## config.mk

```make
export PLATFORM = sky130hd
export DESIGN_NAME = edge_pulse_gen
export DESIGN_NICKNAME = d
export VERILOG_FILES = /design/src/rtl/edge_pulse_gen.sv
export SDC_FILE = /design/constraint.sdc
export NUM_CORES = 1
export LEC_CHECK = 0
export ABC_CLOCK_PERIOD_IN_PS = 3460
export CAP_MARGIN = 0
export CORE_MARGIN = 1.5
export CORE_UTILIZATION = 58
export CTS_CLUSTER_DIAMETER = 60
export DETAILED_ROUTE_END_ITERATION = 8
export DONT_BUFFER_PORTS = 1
export PLACE_DENSITY = 0.76
export RECOVER_POWER = 50
export SETUP_SLACK_MARGIN = 0.4
export SLEW_MARGIN = 20
export SYNTH_ARGS = -nofsm -noshare
export SYNTH_HDL_FRONTEND = slang
export SYNTH_SLANG_ARGS = --single-unit
```

## constraint.sdc

```tcl
create_clock -name clk -period 3.46 [get_ports clk]
set_clock_uncertainty 0.1 [all_clocks]
set_input_delay 0.173 -clock clk [delete_from_list [all_inputs] [get_ports clk]]
set_output_delay 0.173 -clock clk [all_outputs]
set_load 0.02 [all_outputs]
```

## src/rtl/edge_pulse_gen.sv

```systemverilog
// edge_pulse_gen: turns a one-cycle start command into a timed pulse train.
// Ports:
//   clk, rst_n (sync, active-low), start, abort        - control inputs
//   cfg_delay/cfg_high/cfg_low (CNT_W), cfg_num (NUM_W) - train shape,
//                                                        latched at start
//   pulse_out, busy, done                              - registered outputs
module edge_pulse_gen #(
    parameter int CNT_W = 16,
    parameter int NUM_W = 8
) (
    input  logic             clk,
    input  logic             rst_n,
    input  logic             start,
    input  logic             abort,
    input  logic [CNT_W-1:0] cfg_delay,
    input  logic [CNT_W-1:0] cfg_high,
    input  logic [CNT_W-1:0] cfg_low,
    input  logic [NUM_W-1:0] cfg_num,
    output logic             pulse_out,
    output logic             busy,
    output logic             done
);

    typedef enum logic [2:0] {
        S_IDLE,
        S_DELAY,
        S_HIGH,
        S_LOW,
        S_DONE
    } state_e;

    localparam logic [CNT_W-1:0] CNT_ONE = 1;
    localparam logic [NUM_W-1:0] NUM_ONE = 1;

    state_e           state_q;
    logic [CNT_W-1:0] cnt_q;
    logic [CNT_W-1:0] high_q;
    logic [CNT_W-1:0] low_q;
    logic [NUM_W-1:0] num_q;
    logic             pulse_q;
    logic             busy_q;
    logic             done_q;

    logic             cfg_ok;
    logic             cnt_last;
    logic [CNT_W-1:0] low_eff;

    // A zero pulse count or zero width yields an empty train.
    assign cfg_ok   = (cfg_num != '0) && (cfg_high != '0);
    assign cnt_last = (cnt_q == CNT_ONE);
    // A zero gap would merge pulses, so it is stretched to one cycle.
    assign low_eff  = (cfg_low == '0) ? CNT_ONE : cfg_low;

    // Outputs are registered alongside the state so every output is a
    // pure flop with no input-to-output combinational path.
    always_ff @(posedge clk) begin
        if (!rst_n) begin
            state_q <= S_IDLE;
            cnt_q   <= '0;
            high_q  <= '0;
            low_q   <= '0;
            num_q   <= '0;
            pulse_q <= 1'b0;
            busy_q  <= 1'b0;
            done_q  <= 1'b0;
        end else if (abort && (state_q != S_IDLE)) begin
            state_q <= S_IDLE;
            cnt_q   <= '0;
            num_q   <= '0;
            pulse_q <= 1'b0;
            busy_q  <= 1'b0;
            done_q  <= 1'b0;
        end else begin
            unique case (state_q)
                S_IDLE: begin
                    pulse_q <= 1'b0;
                    busy_q  <= 1'b0;
                    done_q  <= 1'b0;
                    if (start && !abort) begin
                        high_q <= cfg_high;
                        low_q  <= low_eff;
                        num_q  <= cfg_num;
                        if (!cfg_ok) begin
                            state_q <= S_DONE;
                            done_q  <= 1'b1;
                        end else if (cfg_delay != '0) begin
                            state_q <= S_DELAY;
                            cnt_q   <= cfg_delay;
                            busy_q  <= 1'b1;
                        end else begin
                            state_q <= S_HIGH;
                            cnt_q   <= cfg_high;
                            busy_q  <= 1'b1;
                            pulse_q <= 1'b1;
                        end
                    end
                end
                S_DELAY: begin
                    if (cnt_last) begin
                        state_q <= S_HIGH;
                        cnt_q   <= high_q;
                        pulse_q <= 1'b1;
                    end else begin
                        cnt_q <= cnt_q - CNT_ONE;
                    end
                end
                S_HIGH: begin
                    if (cnt_last) begin
                        num_q   <= num_q - NUM_ONE;
                        pulse_q <= 1'b0;
                        if (num_q == NUM_ONE) begin
                            state_q <= S_DONE;
                            cnt_q   <= '0;
                            busy_q  <= 1'b0;
                            done_q  <= 1'b1;
                        end else begin
                            state_q <= S_LOW;
                            cnt_q   <= low_q;
                        end
                    end else begin
                        cnt_q <= cnt_q - CNT_ONE;
                    end
                end
                S_LOW: begin
                    if (cnt_last) begin
                        state_q <= S_HIGH;
                        cnt_q   <= high_q;
                        pulse_q <= 1'b1;
                    end else begin
                        cnt_q <= cnt_q - CNT_ONE;
                    end
                end
                S_DONE: begin
                    state_q <= S_IDLE;
                    done_q  <= 1'b0;
                end
                default: begin
                    state_q <= S_IDLE;
                    pulse_q <= 1'b0;
                    busy_q  <= 1'b0;
                    done_q  <= 1'b0;
                end
            endcase
        end
    end

    assign pulse_out = pulse_q;
    assign busy      = busy_q;
    assign done      = done_q;

endmodule
```

==> results of run 1 <==
Yosys cell counts, types with 4 or more instances:
cell,number,area (sq um)
nand4_1,4,25.0
a211oi_1,9,67.6
a21oi_1,34,170
o22ai_1,5,31.3
a31oi_1,13,81.3
dfxtp_1,62,1240
a21boi_0,35,263
clkbuf_1,22,82.6
nor4_1,18,113
buf_2,13,65.1
o211ai_1,6,45.0
o22a_1,4,35.0
ha_1,4,50.1
nor2_1,17,63.8
nor3b_1,4,30.0
nand2_1,106,398
inv_1,8,30.0
a22oi_1,4,30.0
o21a_1,8,60.1
and2_1,9,56.3
o21ai_0,25,125
nand3_1,9,45.0
nor3_1,10,50.1
a22o_1,4,35.0
cell families after synthesis:
group                    count (synthesis)
AND/OR/NAND/NOR                        199
XOR/XNOR                                 4
adder cells (fa/ha/maj)                  4
AO/OA/AOI/OAI                          178
buffers and inverters                   43
flip-flops                              62
flip-flops by register name (all words and copies together), names as in the netlist:
| register | cells |
|---|---|
| low_q | 16 |
| num_q | 8 |
| done | 1 |
| state_q | 3 |
| busy | 1 |
| pulse_out | 1 |
| cnt_q | 16 |
| high_q | 16 |
area by class of cell:
cell class / instances / area, sq um
clock buffer: 9 / 124
clock inverter: 7 / 73.8
fill: 477 / 1780
inverter: 8 / 30.0
multi-input combinational: 385 / 2250
sequential: 62 / 1240
tap: 75 / 93.8
timing repair buffer: 45 / 432
worst max path at each step:
stage	start	endpoint	slack [ps]	cells past startpoint
CTS	cnt_q[2]	cnt_q[7]	680	5
finish	state_q[2]	high_q[4]	660	5
floorplan	num_q[1]	cnt_q[7]	1390	7
global route	state_q[2]	high_q[4]	540	5
detailed placement	cnt_q[2]	cnt_q[7]	700	5
global placement	cnt_q[2]	cnt_q[7]	800	5
repair_timing:
item                       in CTS  in global routing
gates resized for setup         0                  1
setup endpoints to repair       0                  1
hold buffers                   39                  0
hold endpoints to repair       38                  0
critical path, stage by stage (launching register included):
cell and delay (ps):
dfxtp_1 510, or3_1 240, or2_0 660, clkbuf_1 770
nand2_1 180, a21boi_0 250
stage by stage:
stage          hold WS, ps  power [mW]  setup WS, ps  cells
2_1_floorplan          218        2.38          1390    490
3_3_place_gp           220        2.70           801    536
3_5_place_dp           219        2.72           697    536
4_1_cts               2.86        3.42           680    591
5_1_grt               15.2        3.69           541    591
6_report              16.5        3.47           661    591
power by group:
part	internal (mW)	switching [mW]	leakage, nW
Sequential	0.885	0.183	0.507
Combinational	0.644	1.11	0.849
Clock	0.335	0.319	0.0996
Total	1.86	1.61	1.46
metal layers:
metal  wire [um]  part of all wire, %  track usage, %  up-vias
met1        4660                   41            44.2     1807
met5           0                    0               0        -
met2        5350                   47            59.6      233
met4         337                  2.9            13.0        0
met3        1140                  9.9            8.90       40
li1            -                    -               -     1842
==> flow_metrics.py, run 1 <==
metrics = {
    "yosys": {
        "yosys_warnings": 0,
        "syn-cell-area_sq_um": 3670,
        "syn_nets": 554,
        "yosys.area_share.simple_pct": 25.6,
        "ys_seq_area_share_pct": 33.8,
        "synth_compound_area_share_pct": 33.5,
        "netlist_instances": 490,
        "yosys.cell_types.count": 61,
        "ys_async_sr_fraction_pct": 0,
        "synth_flop_cell": "dfxtp_1",
        "synth_adder_area_share_pct": 1.36,
        "synth_edf_count": 0,
        "ys_ff_latch": 62,
        "synth_mux_area_share_pct": 0,
        "synth.avg_cell_area_sq_um": 7.49,
        "synth_top_family_by_area": "compound AO/OA/AOI/OAI gates",
        "synthXorXnorAreaFrac_pct": 0.954,
    },
    "detailed_routing": {
        "avgRoutedWirePerCell_um": 19.5,
        "drt.antenna.violating_nets": 0,
        "drt-total-wl_um": 11500,
        "drt-initial-drc-count": 361,
        "drc": 0,
        "viasPerCell": 6.64,
        "first_pass_iters": 5,
        "via_count": 3922,
    },
    "floorplanning": {
        "core_region_area_sq_um": 6030,
        "die_y_um": 82.6,
        "die-area_sq_um": 6820,
        "die_x_um": 82.6,
        "row_count": 28,
        "start_util_pct": 60.9,
        "num_io_pins": 63,
    },
    "final_layout": {
        "syn2layout_area_growth_pct": 15.7,
        "antenna_cells": 0,
        "final_common_cell": "nand2_1",
        "nets": 575,
        "fin_area_sq_um": 4250,
        "fin_util_pct": 70.5,
        "layout_common_cells": "nand2_1 (106), dfxtp_1 (62), dlygate4sd3_1 (39)",
        "final_layout_size_suffix_gt1_share_pct": 6.20,
    },
    "placement": {
        "numPortBuffers": 0,
        "placed_area_sq_um": 3670,
        "gp_congestion": 0.929,
        "place_hpwl_um": 7700,
    },
    "power_and_ir_drop": {
        "vdd.ir_drop.worst_v": 0.000591,
        "power.density_nw_per_um2": 817,
        "leakage_nw": 1.46,
    },
    "timing": {
        "fmax_mhz": 357,
        "report.final.setup_viol": 0,
        "final_max_slew_viol_count": 0,
        "tightest_slew_ps": 1060,
        "hold_viol_final": 0,
        "slew_headroom_pct": 29.3,
        "finalCriticalPeriod_ps": 2800,
        "rsz0062_at_grt": "false",
        "final.setup.tns_ps": 0,
        "final.period_utilization_pct": 80.9,
    },
    "global_route": {
        "grt_antenna_before_repair": 0,
        "grt_max_degree": 36,
        "overflow": 0,
        "grt_usage_pct": 35.6,
        "grt_pass1_wl_um": 18000,
        "grt_pass1_vias": 3643,
    },
    "status": {
        "outcome": "complete, no violations",
    },
    "clock_network": {
        "cts_buffer_depth": 2,
        "clockRootBuffer": "clkbuf_8",
        "cts_tree": "built",
        "htree_levels": 3,
        "clock_sinks": 62,
        "cts_setup_buffers": 0,
        "clk_pin_slew_ps": 80,
        "cts_buffers": 9,
        "worstSkewPairLatency_ps": 350,
    },
    "worst_setup_path": {
        "rrSetupSlack_ps": 660,
        "crit_type": "reg2reg",
        "r2r_cells": 5,
        "timing.rr.start": "state_q[2]",
        "crit_path_max_fanout": 21,
        "reg2reg_to": "high_q[4]",
        "cp.required_ps": 3620,
        "cp-end-kind": "flip-flop",
        "start_kind": "flip-flop",
        "cp.arrival_ps": 2960,
    },
    "worst_hold_path": {
        "worst_hold_path_type": "in2reg",
        "hold_end": "num_q[7]",
        "min_from": "cfg_num[7]",
        "holdPathStages": 3,
    },
    "run": {
        "drv_cap": 0,
    },
}
Power figures use the tool's default switching activity.
==> inputs of run 2 (changes only) <==
--- a/config.mk
+++ b/config.mk
@@ -5,7 +5,8 @@
 export SDC_FILE = /design/constraint.sdc
 export NUM_CORES = 1
 export LEC_CHECK = 0
-export ABC_CLOCK_PERIOD_IN_PS = 3460
+export ABC_AREA = 1
+export ABC_CLOCK_PERIOD_IN_PS = 2700
 export CAP_MARGIN = 0
 export CORE_MARGIN = 1.5
 export CORE_UTILIZATION = 58
==> constraint.sdc (replaced) <==
create_clock -name clk -period 2.7 [get_ports clk]
set_clock_uncertainty 0.1 [all_clocks]
set_input_delay 0.135 -clock clk [delete_from_list [all_inputs] [get_ports clk]]
set_output_delay 0.135 -clock clk [all_outputs]
set_load 0.02 [all_outputs]
==> flow_metrics.py, run 2 <==
metrics = {
    "yosys": {
        "synth_top_area_share_pct": 31.5,
        "yosys.cell_types.count": 32,
        "synth_commonest_cells": "nand2_1 (198), nor2_1 (105), dfxtp_1 (62), inv_1 (59), a21oi_1 (45)",
        "ys_async_sr_fraction_pct": 0,
        "netlist_instances": 648,
        "synth_edf_count": 0,
        "yosysTopAreaCell": "dfxtp_1",
        "synth_area_leaders": "dfxtp_1 (31%), nand2_1 (19%), nor2_1 (10%)",
        "syn_nets": 712,
        "synth_flop_cell": "dfxtp_1",
        "synth.avg_cell_area_sq_um": 6.09,
        "synth_most_common_cell": "nand2_1",
        "yosys_warnings": 0,
        "ys_ff_latch": 62,
        "syn-cell-area_sq_um": 3950,
        "ys_seq_area_share_pct": 31.5,
    },
    "detailed_routing": {
        "avgRoutedWirePerCell_um": 15.0,
        "via_count": 4389,
        "viasPerCell": 5.71,
        "drt-total-wl_um": 11500,
        "drt-initial-drc-count": 343,
        "first_pass_iters": 5,
        "drt.antenna.violating_nets": 0,
        "drc": 0,
    },
    "floorplanning": {
        "die-area_sq_um": 7310,
        "die_x_um": 85.5,
        "start_util_pct": 61.1,
        "num_io_pins": 63,
        "die_y_um": 85.5,
        "core_region_area_sq_um": 6460,
        "row_count": 29,
    },
    "final_layout": {
        "final_common_cell": "nand2_1",
        "multi_input_area_sq_um": 2330,
        "antenna_cells": 0,
        "reg.largest.list": "cnt_q: 16 flops, high_q: 16 flops, low_q: 16 flops",
        "layout_common_cells": "nand2_1 (199), nor2_1 (105), dfxtp_1 (62)",
        "n_fill_cell": 585,
        "nets": 751,
        "final-seq-area_sq_um": 1240,
        "final_layout_size_suffix_gt1_share_pct": 6.80,
        "syn2layout_area_growth_pct": 15.6,
        "fin_util_pct": 70.7,
        "fin_area_sq_um": 4560,
    },
    "timing": {
        "setup_ws_ps": 459,
        "tightest_slew_ps": 600,
        "rsz0062_at_grt": "false",
        "finalCriticalPeriod_ps": 2240,
        "report.final.setup_viol": 0,
        "slew_headroom_pct": 59.9,
        "final.period_utilization_pct": 83.0,
        "hold_viol_final": 0,
        "fmax_mhz": 446,
        "final_max_slew_viol_count": 0,
        "final.setup.tns_ps": 0,
    },
    "clock_network": {
        "cts_tree": "built",
        "clk_pin_slew_ps": 70,
        "cts_buffers": 9,
        "cts_buffer_depth": 2,
        "clock_sinks": 62,
        "worstSkewPairLatency_ps": 350,
        "cts_setup_buffers": 0,
        "clockRootBuffer": "clkbuf_8",
        "htree_levels": 3,
    },
    "worst_setup_path": {
        "cp-end-kind": "flip-flop",
        "crit_chain": "nor2_4, nand2_4, inv_1, nand2_1, buf_4, o21ai_0, dlygate4sd3_1, nor2_1",
        "crit_path_max_fanout": 34,
        "cp_slowest_cell": "dlygate4sd3_1",
        "cp.required_ps": 2850,
        "crit_type": "reg2reg",
        "cp_slowest_stage_delay_ps": 580,
        "start_kind": "flip-flop",
        "cp.arrival_ps": 2390,
    },
    "placement": {
        "placed_area_sq_um": 3940,
        "numPortBuffers": 0,
        "gp_congestion": 0.916,
        "place_hpwl_um": 8040,
        "dp_slack_ps": 779,
    },
    "run": {
        "drv_cap": 0,
    },
    "power_and_ir_drop": {
        "power.density_nw_per_um2": 892,
        "leakage_nw": 2.07,
        "vdd.ir_drop.worst_v": 0.000445,
    },
    "global_route": {
        "grt_pass1_vias": 4076,
        "grt_pass1_wl_um": 19100,
        "grt_usage_pct": 33.1,
        "grt_max_degree": 35,
        "grt_antenna_before_repair": 0,
        "overflow": 0,
    },
    "status": {
        "outcome": "complete, no violations",
    },
    "worst_hold_path": {
        "worst_hold_path_type": "in2reg",
    },
}
==> run 2: path summary, 6_finish.rpt <==
| check | startpoint | endpoint | slack (ps) | cells past startpoint |
|---|---|---|---|---|
| worst max-delay path | state_q[2] | high_q[13] | 460 | 8 |
| worst min-delay path | cfg_delay[13] | cnt_q[13] | 3 | 4 |
| worst max register to register | state_q[2] | high_q[13] | 460 | 8 |
| worst min register to register | high_q[0] | high_q[0] | 360 | 2 |
==> run 2: kinds of logic (layout without fill, tap and decap cells) <==
family / count (synthesis) / in the layout / synth area share, %
fa+ha+maj: 4 / 4 / 1.27
simple gates: 382 / 382 / 41.9
compound gates: 104 / 104 / 13.6
buf+inv: 86 / 129 / 9.48
xor+xnor: 10 / 10 / 2.22
flops: 62 / 62 / 31.5
==> run 2: per-layer routing <==
layer	GRT usage, %	share of wire, %
met1	42.7	43
met2	53.7	46
met3	8.66	8.4
met4	11.1	2.3
met5	0	0
==> run 2: power breakdown <==
group | internal, mW | leakage [nW] | switching [mW] | total, mW
Combinational | 0.679 | 1.47 | 1.29 | 1.97
Clock | 0.373 | 0.0910 | 0.368 | 0.741
Sequential | 1.14 | 0.509 | 0.215 | 1.36
==> run 2: timing repair <==
item | in CTS | in global routing
hold buffers | 45 | 0
gates resized for setup | 0 | 2
setup endpoints to repair | 0 | 1
hold endpoints to repair | 43 | 0
==> run 2: area by class of cell <==
cell class                 count  share of cell area (%)
multi-input combinational    500                    51.0
clock buffer                  11                    3.32
timing repair buffer          48                    10.4
tap                           77                    2.11
clock inverter                 4                   0.494
inverter                      66                    5.48
sequential                    62                    27.2
==> run 2: metrics by stage <==
stage          power [mW]  cells  hold WS [ps]
3_5_place_dp         3.23    708           181
5_1_grt              4.40    768          41.3
2_1_floorplan        2.91    648           173
3_3_place_gp         3.20    708           175
4_1_cts              4.03    768          5.84
6_report             4.07    768          2.74
==> run 2: critical path: cells and delay by family (launching register included) <==
family,cells,cell delay (ps)
flip-flops,1,380
AO/OA/AOI/OAI,1,200
AND/OR/NAND/NOR,4,480
buffers and inverters,3,980
==> inputs of run 3 (changes only) <==
--- a/config.mk
+++ b/config.mk
@@ -5,15 +5,15 @@
 export SDC_FILE = /design/constraint.sdc
 export NUM_CORES = 1
 export LEC_CHECK = 0
-export ABC_AREA = 1
-export ABC_CLOCK_PERIOD_IN_PS = 2700
+export ABC_AREA = 0
+export ABC_CLOCK_PERIOD_IN_PS = 1930
 export CAP_MARGIN = 0
 export CORE_MARGIN = 1.5
 export CORE_UTILIZATION = 58
 export CTS_CLUSTER_DIAMETER = 60
 export DETAILED_ROUTE_END_ITERATION = 8
 export DONT_BUFFER_PORTS = 1
-export PLACE_DENSITY = 0.76
+export PLACE_DENSITY = 0.78
 export RECOVER_POWER = 50
 export SETUP_SLACK_MARGIN = 0.4
 export SLEW_MARGIN = 20
==> constraint.sdc (replaced) <==
create_clock -name clk -period 1.93 [get_ports clk]
set_clock_uncertainty 0.1 [all_clocks]
set_input_delay 0.0965 -clock clk [delete_from_list [all_inputs] [get_ports clk]]
set_output_delay 0.0965 -clock clk [all_outputs]
set_load 0.02 [all_outputs]
==> flow_metrics.py, run 3 <==
metrics = {
    "status": {
        "outcome": "did not finish",
        "lastStage": "global routing",
        "error_line": "[ERROR DPL-0038] Utilization greater than 100%, impossible to legalize",
    },
    "clock_network": {
        "htree_levels": 3,
        "cts_buffers": 9,
        "clockRootBuffer": "clkbuf_8",
        "clock_sinks": 62,
        "cts_buffer_depth": 2,
    },
    "yosys": {
        "synth_edf_count": 0,
        "synth_most_common_cell": "nand2_1",
        "ys_seq_area_share_pct": 33.8,
        "syn-cell-area_sq_um": 3670,
        "synth_top_area_share_pct": 33.8,
        "yosysTopAreaCell": "dfxtp_1",
        "yosys.cell_types.count": 61,
        "synth_flop_cell": "dfxtp_1",
        "ys_ff_latch": 62,
        "synth_area_leaders": "dfxtp_1 (34%), nand2_1 (11%), a21boi_0 (7.2%)",
        "netlist_instances": 490,
        "ys_async_sr_fraction_pct": 0,
        "synth.avg_cell_area_sq_um": 7.49,
        "syn_nets": 554,
        "synth_commonest_cells": "nand2_1 (106), dfxtp_1 (62), a21boi_0 (35), a21oi_1 (34), o21ai_0 (25)",
        "yosys_warnings": 0,
    },
    "placement": {
        "place_hpwl_um": 8500,
        "gp_congestion": 1.03,
        "place_inst": 575,
        "dp_slack_ps": -162,
        "placed_area_sq_um": 4210,
        "numPortBuffers": 0,
    },
    "floorplanning": {
        "start_util_pct": 60.9,
        "die_x_um": 82.6,
        "num_io_pins": 63,
        "row_count": 28,
        "die_y_um": 82.6,
    },
    "global_route": {
        "grt_max_degree": 34,
    },
    "timing": {
        "crit_endpoint": "cnt_q[6]$_SDFFE_PP0P_/D",
        "worst_endpoint_kind": "sequential cell input",
    },
}
## run 3: timing repair
item / in CTS
buffers inserted: 31
resized for setup: 116
setup endpoints to repair: 62
hold buffers: 47
pin swaps: 53
cloned: 6
hold endpoints to repair: 49
## run 3: logic make-up after synthesis
family	after synthesis	synth area share [%]
DFF	62	33.8
xor gates and xnor gates	4	0.954
buffers and inverters	43	4.84
AOI/OAI and AO/OA	178	33.5
adders and majority gates	4	1.36
and+or+nand+nor	199	25.6
## run 3: stage by stage
stage | utilization [%] | hold slack [ps]
CTS | 95.3 | 0.456
detailed placement | 69.8 | 140
global placement | 69.8 | 134
floorplan | - | 131
==> inputs of run 4 (changes only) <==
==> config.mk (replaced) <==
export PLATFORM = sky130hd
export DESIGN_NAME = edge_pulse_gen
export DESIGN_NICKNAME = d
export VERILOG_FILES = /design/src/rtl/edge_pulse_gen.sv
export SDC_FILE = /design/constraint.sdc
export NUM_CORES = 1
export LEC_CHECK = 0
export ABC_AREA = 0
export ABC_CLOCK_PERIOD_IN_PS = 2500
export CAP_MARGIN = 0
export CORE_MARGIN = 1.5
export CORE_UTILIZATION = 40
export DETAILED_ROUTE_END_ITERATION = 8
export DONT_BUFFER_PORTS = 1
export PLACE_DENSITY_LB_ADDON = 0.15
export RECOVER_POWER = 50
export SLEW_MARGIN = 20
export SYNTH_ARGS = -nofsm -noshare
export SYNTH_HDL_FRONTEND = slang
export SYNTH_SLANG_ARGS = --single-unit
==> constraint.sdc (replaced) <==
create_clock -name clk -period 2.5 [get_ports clk]
set_clock_uncertainty 0.1 [all_clocks]
set_input_delay 0.125 -clock clk [delete_from_list [all_inputs] [get_ports clk]]
set_output_delay 0.125 -clock clk [all_outputs]
set_load 0.02 [all_outputs]
==> flow_metrics.py, run 4 (synthesis results as in run 1) <==
metrics = {
    "status": {
        "violations": "design-rule violations",
        "outcome": "finished with violations",
    },
    "worst_setup_path": {
        "crit_family": "compound AO/OA/AOI/OAI gates",
        "crit_path_max_fanout": 17,
        "cp.arrival_ps": 2490,
        "cp.required_ps": 2620,
        "cp_num_buf_inv": 1,
        "start_kind": "flip-flop",
        "reg2reg_to": "cnt_q[4]",
        "timing.rr.start": "num_q[1]",
        "cp_slowest_stage_delay_ps": 520,
        "crit_chain": "inv_1, ha_1, or3b_2, o21a_4, a22o_1, a211oi_1, o22ai_1",
        "cp_slowest_cell": "or3b_2",
        "rrSetupSlack_ps": 130,
        "r2r_cells": 7,
        "cp.depth": 7,
        "cp-end-kind": "flip-flop",
        "crit_type": "reg2reg",
    },
    "floorplanning": {
        "die_x_um": 98.8,
        "row_count": 34,
        "start_util_pct": 41.7,
        "die_y_um": 98.8,
        "die-area_sq_um": 9760,
        "core_region_area_sq_um": 8810,
        "num_io_pins": 63,
    },
    "power_and_ir_drop": {
        "swShare_pct": 45.2,
        "power_mw": 5.17,
        "leakage_nw": 1.53,
        "p_int_mw": 2.83,
        "p_sw_mw": 2.33,
        "vdd.ir_drop.worst_v": 0.000423,
        "p_comb_share_pct": 51.2,
        "clkPwrFrac_pct": 20.0,
        "power.density_nw_per_um2": 1170,
        "pwr-share-seq_pct": 28.8,
    },
    "clock_network": {
        "worstSkewPairLatency_ps": 350,
        "cts_buffers": 9,
        "clock_sinks": 62,
        "clockRootBuffer": "clkbuf_8",
        "cts_tree": "built",
        "clk_pin_slew_ps": 80,
        "htree_levels": 3,
        "cts_buffer_depth": 2,
    },
    "timing": {
        "hold_viol_final": 0,
        "slew_headroom_pct": 35.9,
        "final_max_slew_viol_count": 0,
        "report.final.setup_viol": 0,
        "finalCriticalPeriod_ps": 2370,
        "tightest_slew_ps": 958,
        "fmax_mhz": 423,
        "rsz0062_at_grt": "false",
        "final.setup.tns_ps": 0,
        "fin_hold_ws_ps": 25.2,
        "final.period_utilization_pct": 94.7,
    },
    "global_route": {
        "grt_pass1_vias": 3889,
        "grt_max_degree": 36,
        "overflow": 0,
        "grt_pass1_wl_um": 19700,
        "grt_usage_pct": 25.8,
        "grt_antenna_before_repair": 0,
    },
    "worst_hold_path": {
        "hold_end": "cnt_q[14]",
        "worst_hold_path_type": "in2reg",
        "min_from": "cfg_delay[14]",
        "holdPathStages": 3,
    },
    "final_layout": {
        "multi_input_area_sq_um": 2270,
        "final_common_cell": "nand2_1",
        "final_layout_size_suffix_gt1_share_pct": 8.73,
        "n_fill_cell": 877,
        "layout_common_cells": "nand2_1 (106), dfxtp_1 (62), dlygate4sd3_1 (41)",
        "final-seq-area_sq_um": 1240,
        "syn2layout_area_growth_pct": 20.7,
        "nets": 586,
        "fin_util_pct": 50.4,
        "antenna_cells": 0,
        "reg.largest.list": "cnt_q: 16 flops, high_q: 16 flops, low_q: 16 flops",
    },
    "detailed_routing": {
        "avgRoutedWirePerCell_um": 19.1,
        "drt-total-wl_um": 12100,
        "drt.antenna.violating_nets": 0,
        "met3WireLength_um": 1060,
        "met2RoutedLength_um": 5510,
        "viasPerCell": 6.11,
        "highest_layer": "met4",
        "drt-initial-drc-count": 326,
        "wl_met1_um": 5230,
        "via_count": 3883,
        "drc": 1,
        "first_pass_iters": 7,
    },
    "placement": {
        "gp_congestion": 0.906,
        "numPortBuffers": 0,
        "place_hpwl_um": 8400,
    },
    "run": {
        "drv_cap": 0,
    },
}
run 4: through the flow:
| step | cells | worst slack [ps] | area, sq um |
|---|---|---|---|
| global placement | 578 | 236 | 3770 |
| CTS | 635 | 145 | 4410 |
| floorplan | 490 | 430 | 3670 |
| global route | 635 | 4.43 | 4430 |
| finish | 635 | 133 | 4430 |
| detailed placement | 578 | 204 | 3770 |
run 4: how the worst max path moves through the flow:
stage          startpoint  endpoint  slack, ps
6_report         num_q[1]  cnt_q[4]        130
5_1_grt        state_q[2]  low_q[0]          4
4_1_cts        state_q[2]  low_q[0]        140
3_3_place_gp     cnt_q[7]  cnt_q[6]        240
3_5_place_dp     cnt_q[7]  cnt_q[6]        200
2_1_floorplan    num_q[1]  cnt_q[7]        430
run 4: what timing repair did:
action | CTS | global route
gates resized for setup | 0 | 6
setup buffers | 0 | 0
hold endpoints to repair | 40 | 0
hold buffers | 41 | 0
endpoints found under the setup margin | 0 | 7
run 4: area by class of cell:
cell class                      count  area share, %
Timing Repair Buffer               56           12.0
Tap cell                          108           3.05
Sequential cell                    62           28.0
Clock buffer                        9           2.79
Inverter                            8          0.677
Clock inverter                      7           2.31
Multi-Input combinational cell    385           51.2
run 4: power groups by stage:
stage               registers, mW  logic [mW]  clock network [mW]
finish                       1.49        2.65                1.04
global route                 1.52        2.89                1.09
CTS                          1.47        2.55                1.05
detailed placement           1.49        2.47                   0
global placement             1.49        2.48                   0
floorplan                    1.41        1.89                   0
run 4: per-layer routing:
metal,GRT usage (%),up-vias
met3,5.82,30
met4,11.3,0
met2,40.0,171
met1,34.3,1822
met5,0,-
li1,-,1860
run 4: tightest hold or removal path: cells and delay by family:
| kind | cells | cell delay, ps |
|---|---|---|
| compound gates | 3 | 310 |
